$ cat src/rtl/mem_access_stage.sv
// Memory-access stage: issues loads/stores on a req/ack port and fills the MEM/WB slot.
// Latency: non-memory ops 1 cycle; memory ops complete on the dmem_ack edge (minimum 1 cycle).
// Backpressure: stall is held while a request is outstanding and drops in the ack cycle.
module mem_access_stage #(
  parameter int XLEN   = 64,
  parameter int ADDR_W = 64
) (
  input  logic              clk,
  input  logic              rst_n,
  input  logic              ex_valid,
  input  logic [XLEN-1:0]   alu_result,
  input  logic [XLEN-1:0]   store_data,
  input  logic              mem_read,
  input  logic              mem_write,
  input  logic [2:0]        funct3,
  input  logic              reg_write,
  input  logic [4:0]        rd_addr,
  input  logic              mem_to_reg,
  input  logic              flush,
  output logic              stall,
  output logic              dmem_req,
  output logic              dmem_we,
  output logic [ADDR_W-1:0] dmem_addr,
  output logic [XLEN-1:0]   dmem_wdata,
  output logic [7:0]        dmem_wstrb,
  input  logic              dmem_ack,
  input  logic [XLEN-1:0]   dmem_rdata,
  output logic [XLEN-1:0]   mem_result,
  output logic              wb_reg_write,
  output logic [4:0]        wb_rd_addr,
  output logic              wb_mem_to_reg,
  output logic              wb_valid,
  output logic              misalign_err
);

  typedef enum logic {IDLE, ACCESS} state_t;

  state_t state, state_nxt;

  // Request and instruction fields captured while waiting for the ack
  logic [ADDR_W-1:0] q_addr;
  logic [XLEN-1:0]   q_wdata;
  logic [XLEN-1:0]   q_alu;
  logic [7:0]        q_wstrb;
  logic              q_we;
  logic [2:0]        q_off;
  logic [2:0]        q_funct3;
  logic              q_reg_write;
  logic [4:0]        q_rd;
  logic              q_mem_to_reg;
  logic              q_kill;

  // Decode of the instruction presented in IDLE
  logic [2:0]        in_off;
  logic              in_access;
  logic              in_live;
  logic              in_aligned;
  logic              in_issue;
  logic              in_misalign;
  logic              in_alu;
  logic [XLEN-1:0]   in_wdata;
  logic [7:0]        in_wstrb;
  logic [ADDR_W-1:0] in_addr;

  // Fields of whichever access is currently on the bus
  logic              in_acc;
  logic [2:0]        act_off;
  logic [2:0]        act_funct3;
  logic              act_load;
  logic [XLEN-1:0]   act_alu;
  logic              act_reg_write;
  logic [4:0]        act_rd;
  logic              act_mem_to_reg;
  logic              act_drop;
  logic              ack_hit;
  logic [XLEN-1:0]   shifted;
  logic [XLEN-1:0]   load_val;

  assign in_off    = alu_result[2:0];
  assign in_access = mem_read | mem_write;
  // Reset gates the request path so the bus is quiet while rst_n is low.
  assign in_live   = rst_n && (state == IDLE) && ex_valid && !flush;
  assign in_issue    = in_live && in_access && in_aligned;
  assign in_misalign = in_live && in_access && !in_aligned;
  assign in_alu      = in_live && !in_access;
  assign in_addr     = ADDR_W'({alu_result[XLEN-1:3], 3'b000});

  // Natural alignment check from the access size in funct3[1:0]
  always_comb begin
    in_aligned = 1'b1;
    case (funct3[1:0])
      2'b00:   in_aligned = 1'b1;
      2'b01:   in_aligned = ~in_off[0];
      2'b10:   in_aligned = (in_off[1:0] == 2'b00);
      default: in_aligned = (in_off == 3'b000);
    endcase
  end

  // Store lane replication and byte enables; loads keep wstrb at zero
  always_comb begin
    in_wdata = store_data;
    in_wstrb = 8'h00;
    if (mem_write) begin
      case (funct3[1:0])
        2'b00: begin
          in_wdata = {8{store_data[7:0]}};
          in_wstrb = 8'h01 << in_off;
        end
        2'b01: begin
          in_wdata = {4{store_data[15:0]}};
          in_wstrb = 8'h03 << in_off;
        end
        2'b10: begin
          in_wdata = {2{store_data[31:0]}};
          in_wstrb = 8'h0F << in_off;
        end
        default: begin
          in_wdata = store_data;
          in_wstrb = 8'hFF;
        end
      endcase
    end
  end

  assign in_acc = (state == ACCESS);

  // Bus outputs come straight from the inputs on the first cycle, then from the captured copy
  always_comb begin
    dmem_req   = in_issue | in_acc;
    dmem_we    = 1'b0;
    dmem_addr  = '0;
    dmem_wdata = '0;
    dmem_wstrb = 8'h00;
    if (in_acc) begin
      dmem_we    = q_we;
      dmem_addr  = q_addr;
      dmem_wdata = q_wdata;
      dmem_wstrb = q_wstrb;
    end else if (in_issue) begin
      dmem_we    = mem_write;
      dmem_addr  = in_addr;
      dmem_wdata = in_wdata;
      dmem_wstrb = in_wstrb;
    end
  end

  assign ack_hit = dmem_ack && dmem_req;
  assign stall   = dmem_req && !dmem_ack;

  assign act_off        = in_acc ? q_off        : in_off;
  assign act_funct3     = in_acc ? q_funct3     : funct3;
  assign act_load       = in_acc ? !q_we        : !mem_write;
  assign act_alu        = in_acc ? q_alu        : alu_result;
  assign act_reg_write  = in_acc ? q_reg_write  : reg_write;
  assign act_rd         = in_acc ? q_rd         : rd_addr;
  assign act_mem_to_reg = in_acc ? q_mem_to_reg : mem_to_reg;
  // A flush seen during the access, now or earlier, discards the result.
  assign act_drop       = in_acc && (q_kill || flush);

  assign shifted = dmem_rdata >> {act_off, 3'b000};

  // Load extraction: size and signedness from funct3; 111 behaves as LD
  always_comb begin
    load_val = shifted;
    case (act_funct3)
      3'b000:  load_val = {{56{shifted[7]}},  shifted[7:0]};
      3'b001:  load_val = {{48{shifted[15]}}, shifted[15:0]};
      3'b010:  load_val = {{32{shifted[31]}}, shifted[31:0]};
      3'b100:  load_val = {56'd0, shifted[7:0]};
      3'b101:  load_val = {48'd0, shifted[15:0]};
      3'b110:  load_val = {32'd0, shifted[31:0]};
      default: load_val = shifted;
    endcase
  end

  // State register
  always_ff @(posedge clk or negedge rst_n) begin
    if (!rst_n) state <= IDLE;
    else        state <= state_nxt;
  end

  // Next state: wait in ACCESS until the memory acknowledges
  always_comb begin
    state_nxt = state;
    case (state)
      IDLE:    if (in_issue && !dmem_ack) state_nxt = ACCESS;
      ACCESS:  if (dmem_ack) state_nxt = IDLE;
      default: state_nxt = IDLE;
    endcase
  end

  // Capture the outstanding access and track a flush that arrives mid-access
  always_ff @(posedge clk or negedge rst_n) begin
    if (!rst_n) begin
      q_addr       <= '0;
      q_wdata      <= '0;
      q_alu        <= '0;
      q_wstrb      <= 8'h00;
      q_we         <= 1'b0;
      q_off        <= 3'b000;
      q_funct3     <= 3'b000;
      q_reg_write  <= 1'b0;
      q_rd         <= 5'd0;
      q_mem_to_reg <= 1'b0;
      q_kill       <= 1'b0;
    end else if (in_issue && !dmem_ack) begin
      q_addr       <= in_addr;
      q_wdata      <= in_wdata;
      q_alu        <= alu_result;
      q_wstrb      <= in_wstrb;
      q_we         <= mem_write;
      q_off        <= in_off;
      q_funct3     <= funct3;
      q_reg_write  <= reg_write;
      q_rd         <= rd_addr;
      q_mem_to_reg <= mem_to_reg;
      q_kill       <= 1'b0;
    end else if (in_acc) begin
      q_kill <= dmem_ack ? 1'b0 : (q_kill | flush);
    end
  end

  // MEM/WB boundary register
  always_ff @(posedge clk or negedge rst_n) begin
    if (!rst_n) begin
      mem_result    <= '0;
      wb_reg_write  <= 1'b0;
      wb_rd_addr    <= 5'd0;
      wb_mem_to_reg <= 1'b0;
      wb_valid      <= 1'b0;
      misalign_err  <= 1'b0;
    end else if (ack_hit && !act_drop) begin
      mem_result    <= act_load ? load_val : act_alu;
      wb_reg_write  <= act_reg_write;
      wb_rd_addr    <= act_rd;
      wb_mem_to_reg <= act_mem_to_reg;
      wb_valid      <= 1'b1;
      misalign_err  <= 1'b0;
    end else if (in_alu) begin
      mem_result    <= alu_result;
      wb_reg_write  <= reg_write;
      wb_rd_addr    <= rd_addr;
      wb_mem_to_reg <= mem_to_reg;
      wb_valid      <= 1'b1;
      misalign_err  <= 1'b0;
    end else if (in_misalign) begin
      wb_reg_write  <= 1'b0;
      wb_valid      <= 1'b1;
      misalign_err  <= 1'b1;
    end else begin
      wb_reg_write  <= 1'b0;
      wb_valid      <= 1'b0;
      misalign_err  <= 1'b0;
    end
  end

endmodule

$ cat config.mk
export PLATFORM = sky130hd
export DESIGN_NAME = mem_access_stage
export DESIGN_NICKNAME = d
export VERILOG_FILES = /design/src/rtl/mem_access_stage.sv
export SDC_FILE = /design/constraint.sdc
export NUM_CORES = 1
export LEC_CHECK = 0
export ABC_AREA = 1
export BUFFER_PORTS_ARGS = -buffer_cell sky130_fd_sc_hd__buf_2
export CAP_MARGIN = 20
export CORE_MARGIN = 5
export CORE_UTILIZATION = 50
export DETAILED_ROUTE_END_ITERATION = 8
export GPL_TIMING_DRIVEN = 0
export PLACE_DENSITY_LB_ADDON = 0.08
export SYNTH_ARGS = -nofsm -noshare
export SYNTH_HDL_FRONTEND = slang
export SYNTH_SLANG_ARGS = --single-unit
$ cat constraint.sdc
create_clock -name clk -period 7.2 [get_ports clk]
set_input_delay 2.16 -clock clk [delete_from_list [all_inputs] [get_ports clk]]
set_output_delay 2.16 -clock clk [all_outputs]
set_load 0.05 [all_outputs]
==> flow_summary.json, run 1 <==
{
  "status": "finished clean",
  "rsz0062_at_grt": "no",
  "ios": 421,
  "yosys-top-cells-area": "dfrtp_1 (38%), nand2_1 (15%), o21ai_0 (14%)",
  "multiInputGateArea_um2": 7720,
  "whs_ns": 0.475,
  "die_w_um": 182,
  "dpl.hpwl_um": 52100,
  "grt_pass1_vias": 17500,
  "synth_edf_count": 0,
  "crit_arrival_ns": 4.78,
  "p_sw_uw": 2100,
  "cts.clk_slew.worst_paths_ns": 0.07,
  "rows": 63,
  "start_util_pct": 50.3,
  "switching_share_pct": 41.9,
  "reg.largest.list": "mem_result x64, q_alu x64, q_wdata x64",
  "slew_headroom_pct": 48.8,
  "core_area_um2": 29400,
  "setup_violations": 0,
  "ys_warn_count": 0,
  "cpLargestDelayFamily": "buffers and inverters",
  "drcViolationCount": 0,
  "cts_root_buf": "clkbuf_16",
  "layout-drive-gt1-share_pct": 21.9,
  "ff2ff_setup_slack_ns": 4.36,
  "wl_met3_um": 7900,
  "antenna_found_initial": 7,
  "place_congestion": 1.04,
  "r2r-start": "in_acc",
  "worst-path-buf-inv": 5,
  "async_flop_share_pct": 100,
  "crit_path_frequent_cell": "buf_2",
  "clockBufferDepth": 3,
  "fill_cells": 2789,
  "peakVddDrop_mv": 0.228,
  "utilization_pct": 62.6,
  "p_leak_uw": 0.00954,
  "seqPwrFrac_pct": 36.2,
  "ctsHoldBuffers": 0,
  "synth_top_area_share_pct": 37.5,
  "yosysSeqAreaShare_pct": 37.5,
  "ff_latch_area_um2": 5560,
  "wl_um": 67000,
  "min_from": "q_we",
  "crit_type": "primary input to primary output",
  "ys_types": 39,
  "cts.sinks": 222,
  "via_per_inst": 5.98,
  "worstPathRequired_ns": 5.04,
  "area_delta_synth_final_pct": 24.4,
  "highest_layer": "met5",
  "drt_iter0_drc": 2025,
  "cp-start-kind": "primary input",
  "slowest_delay_ns": 0.49,
  "place_area_um2": 17400,
  "final_antenna_net_count": 0,
  "synth_area_um2": 14800,
  "layout.nets": 2886,
  "fmax_mhz": 144,
  "power_density_nw_per_um2": 272,
  "clk_latency_ns": 0.56,
  "cap_violations": 0,
  "slew_violations": 0,
  "io_buffers": 416,
  "finalCritPeriodShare_pct": 96.4,
  "min_period_ns": 6.94,
  "ys_ff_latch": 222,
  "die_height_um": 182,
  "cp-end-kind": "primary output",
  "startpoint": "rst_n",
  "htreeDepth": 1,
  "dr_wl_met2_um": 29500,
  "hp-class": "register to register",
  "p_int_uw": 2910,
  "cp_max_fo": 57,
  "cts_setup_buffers": 0,
  "cts_inserted_buffers": 27,
  "fin_skew_ns": 0.0189,
  "grt_overflow_total": 0,
  "design_area_um2": 18400,
  "synth_area_leader_cell": "dfrtp_1",
  "grt_max_degree": 98,
  "grt_pass1_wl_um": 100000,
  "hold_viol_final": 0,
  "p_clk_share_pct": 28.9,
  "ys.flop_type": "dfrtp_1",
  "grtUsageTotal_pct": 38.3,
  "slowest_stage": "o21ai_0",
  "die_area_um2": 33100,
  "vias": 18500,
  "met1_length_um": 25900,
  "postSynthAreaPerCell_um2": 6.66,
  "netlist_instances": 2222,
  "power_frac_comb_pct": 34.9,
  "dr.pass1.iters": 5,
  "tightestPinTransition_ns": 0.760,
  "avgRoutedWirePerCell_um": 21.7,
  "crit_path_cell_trace": "buf_12, buf_16, nand3_1, nor2_1, nand2_2, buf_2, clkbuf_1, o21ai_0, buf_2",
  "cts_tree": "built"
}
==> power by group through the flow <==
stage	registers [uW]	clock network [uW]	logic (uW)
2_1_floorplan	2270	0	704
3_3_place_gp	1800	0	1690
3_5_place_dp	1810	0	1720
4_1_cts	1800	1450	1730
5_1_grt	1840	1510	1870
6_report	1810	1450	1750
==> synthesized netlist by cell type, drive strengths merged (8+ instances only) <==
master / count
nand4: 32
buf: 92
clkbuf: 79
nand3: 172
a21oi: 121
nor2: 164
dfrtp: 222
inv: 180
a22o: 8
o22ai: 15
o211ai: 65
o21ai: 433
nand2: 615
==> repair_timing <==
action / 4_1_cts / 5_1_grt
endpoints found under the hold margin: 0 / 0
endpoints found under the setup margin: 0 / 56
resized for setup: 0 / 2
==> worst paths after layout <==
path                       depth (start not counted)        endpoint
max                                                9   dmem_addr[32]
min                                                2            q_we
max reg2reg                                       13  mem_result[21]
min reg2reg                                        2            q_we
max in group asynchronous                          2     q_wdata[41]
min in group asynchronous                          1  mem_result[37]
==> logic make-up (layout without fill, tap and decap cells) <==
family / after synthesis / after routing / synth area share (%)
other: 1 / 6 / 0.0253
adder cells (fa/ha/maj): 5 / 5 / 0.423
AO/OA/AOI/OAI: 651 / 651 / 23.7
buffers and inverters: 352 / 821 / 10.4
flip-flops: 222 / 222 / 37.5
AND/OR/NAND/NOR: 990 / 990 / 27.9
multiplexers: 1 / 1 / 0.0676
==> routing by layer <==
| layer | vias to the layer above | track usage [%] |
|---|---|---|
| met1 | 8713 | 51.4 |
| met5 | - | 0 |
| met4 | 8 | 18.1 |
| met3 | 219 | 8.77 |
| li1 | 8285 | - |
| met2 | 1238 | 59.1 |
==> area by class of cell <==
type	count	share of cell area [%]
clock inverters	18	1.23
plain buffers	171	4.62
flip-flops and latches	222	30.2
repair buffers	419	11.8
well taps	390	2.65
diodes	3	0.0408
multi-input cells	1650	41.9
clock buffers	32	3.83
inverters	181	3.72
==> layout by cell type (no fill, tap or decap), drive strengths merged, types with 15 or more instances in the layout <==
cell type  synthesis  routed
a21oi            121     121
nor2             164     164
inv              180     183
o211ai            65      65
nand3            172     172
clkbuf            79     112
o21ai            433     433
nand2            615     615
dfrtp            222     222
nand4             32      32
buf               92     510
o22ai             15      15
==> worst reg2reg max path: stages (launching register included) <==
cell     delay, ns
dfrtp_1       0.37
buf_6         0.14
inv_4         0.11
nand2_4       0.13
nand2_1       0.11
buf_4         0.19
buf_2         0.27
o21ai_0       0.19
nand2_1       0.09
nand2_1       0.04
o21ai_0       0.62
nand3_1       0.24
nand3_1       0.12
nand2_1       0.07
==> metrics by stage <==
step	cells	setup slack, ns	power (uW)	setup TNS, ns
floorplan	2224	0.553	2970	0
global placement	3030	-3.63	3490	-758.15
detailed placement	3032	0.0222	3530	0
CTS	3082	0.0424	4980	0
global route	3086	0.121	5220	0
finish	3086	0.261	5010	0
Power figures use the tool's default switching activity.
==> run 2: changes to the inputs <==
==> constraint.sdc (replaced) <==
create_clock -name clk -period 6.75 [get_ports clk]
set_input_delay 2.025 -clock clk [delete_from_list [all_inputs] [get_ports clk]]
set_output_delay 2.025 -clock clk [all_outputs]
set_load 0.05 [all_outputs]
==> run 2 against run 1 <==
  * Design area is essentially flat
  * Final cell count stayed put
  * Worst hold slack about the same
  * Highest routed layer unchanged
==> flow_summary.json, run 2 (synthesis results as in run 1) <==
{
  "cp-start-kind": "primary input",
  "cap_violations": 0,
  "tightestPinTransition_ns": 0.744,
  "slowest_stage": "o21ai_0",
  "post-place-ws_ns": -0.158,
  "wl_um": 67200,
  "slew_headroom_pct": 49.9,
  "grt_overflow_total": 0,
  "die_height_um": 182,
  "grt_pass1_wl_um": 101000,
  "peakVddDrop_mv": 0.244,
  "crit_type": "primary input to primary output",
  "cts_root_buf": "clkbuf_16",
  "cp_max_fo": 57,
  "place_congestion": 1.04,
  "avgRoutedWirePerCell_um": 21.8,
  "setup_violations": 0,
  "cpLargestDelayFamily": "buffers and inverters",
  "worst-path-buf-inv": 5,
  "power_density_nw_per_um2": 290,
  "cts.clk_slew.worst_paths_ns": 0.07,
  "cts_setup_buffers": 0,
  "hp-class": "register to register",
  "dr.pass1.iters": 6,
  "crit_path_frequent_cell": "buf_2",
  "hold_viol_final": 0,
  "dpl.hpwl_um": 52100,
  "final_cell_mix": "nand2_1 (604), buf_2 (478), o21ai_0 (401)",
  "layout-drive-gt1-share_pct": 21.9,
  "antenna_found_initial": 7,
  "io_buffers": 416,
  "wl_met3_um": 7850,
  "clk_latency_ns": 0.57,
  "ff2ff_setup_slack_ns": 3.89,
  "drcViolationCount": 0,
  "cts_tree": "built",
  "cts_inserted_buffers": 27,
  "via_per_inst": 6.02,
  "finalCritPeriodShare_pct": 98.9,
  "layout.nets": 2886,
  "fin_total_pwr_uw": 5350,
  "final_antenna_net_count": 0,
  "die_area_um2": 33100,
  "rows": 63,
  "cp-end-kind": "primary output",
  "core_area_um2": 29400,
  "htreeDepth": 1,
  "worstPathRequired_ns": 4.72,
  "holdPathStages": 2,
  "worst-path-stages": 9,
  "ios": 421,
  "clockBufferDepth": 3,
  "grt_max_degree": 73,
  "crit_arrival_ns": 4.65,
  "cts.sinks": 222,
  "rsz0062_at_grt": "yes",
  "dr_wl_met2_um": 29300,
  "setup_ws_ns": 0.0773,
  "grtUsageTotal_pct": 38.5,
  "grt_pass1_vias": 17500,
  "die_w_um": 182,
  "fin_skew_ns": 0.0214,
  "status": "finished clean",
  "slowest_delay_ns": 0.50,
  "vias": 18600,
  "final_common_cell": "nand2_1",
  "crit_path_cell_trace": "buf_12, buf_16, nand3_1, nor2_1, nand2_2, buf_2, clkbuf_1, o21ai_0, buf_2",
  "slew_violations": 0,
  "min_period_ns": 6.67,
  "r2r_cells": 11,
  "met1_length_um": 26000,
  "highest_layer": "met5",
  "p_leak_uw": 0.00955,
  "area_delta_synth_final_pct": 24.5,
  "start_util_pct": 50.3,
  "reg.largest.list": "mem_result x64, q_alu x64, q_wdata x64",
  "drt_iter0_drc": 2171,
  "fmax_mhz": 150
}
run 2: power breakdown:
group	leakage [uW]	switching [uW]	internal [uW]
logic	0.00630	1370	494
clock network	0.000460	638	910
registers	0.00279	230	1700
run 2: repair_timing:
action | 4_1_cts | 5_1_grt
hold buffers | 0 | 0
gates resized for setup | 0 | 7
cloned | 1 | 0
endpoints found under the setup margin | 36 | 36
run 2: area by class of cell:
cell class                 count  area, um2
clock inverter                18        226
clock buffer                  32        704
multi-input combinational   1650       7720
buffer                       171        852
inverter                     181        684
fill                        2787      11000
tap                          390        488
antenna                        3       7.51
sequential                   222       5560
timing repair buffer         419       2190
run 2: final timing paths:
path	from	to
setup / recovery	rst_n	dmem_addr[32]
hold reg to reg	q_we	q_we
hold / removal	q_we	q_we
max in group asynchronous	rst_n	q_wdata[19]
min in group asynchronous	rst_n	mem_result[37]
setup reg to reg	in_acc	mem_result[19]
run 2: per-layer routing:
layer	track usage (%)	vias up
met3	7.83	243
met5	0	-
met1	52.3	8729
met4	18.3	8
met2	59.2	1315
li1	-	8283
run 2: stage by stage:
| stage | util, % | area, um2 | std cells | TNS, ns | hold slack, ns |
|---|---|---|---|---|---|
| after floorplan | - | 14800 | 2224 | 0 | 0.442 |
| after global placement | 59.1 | 17400 | 3030 | -922.49 | 0.456 |
| after detailed placement | 59.3 | 17400 | 3032 | -2.75 | 0.460 |
| after CTS | 62.6 | 18400 | 3083 | 0 | 0.476 |
| after global routing | 62.7 | 18400 | 3086 | -0.0491 | 0.504 |
| final | 62.7 | 18400 | 3086 | 0 | 0.475 |
run 2: worst reg2reg max path: stages (launching register included):
cell      delay (ns)
dfrtp_1         0.37
buf_6           0.14
buf_6           0.15
nand2_1         0.10
o21ai_4         0.12
inv_2           0.18
clkbuf_1        0.48
o21ai_0         0.18
o21ai_0         0.58
nand3_1         0.24
nand3_1         0.14
nand2_1         0.06
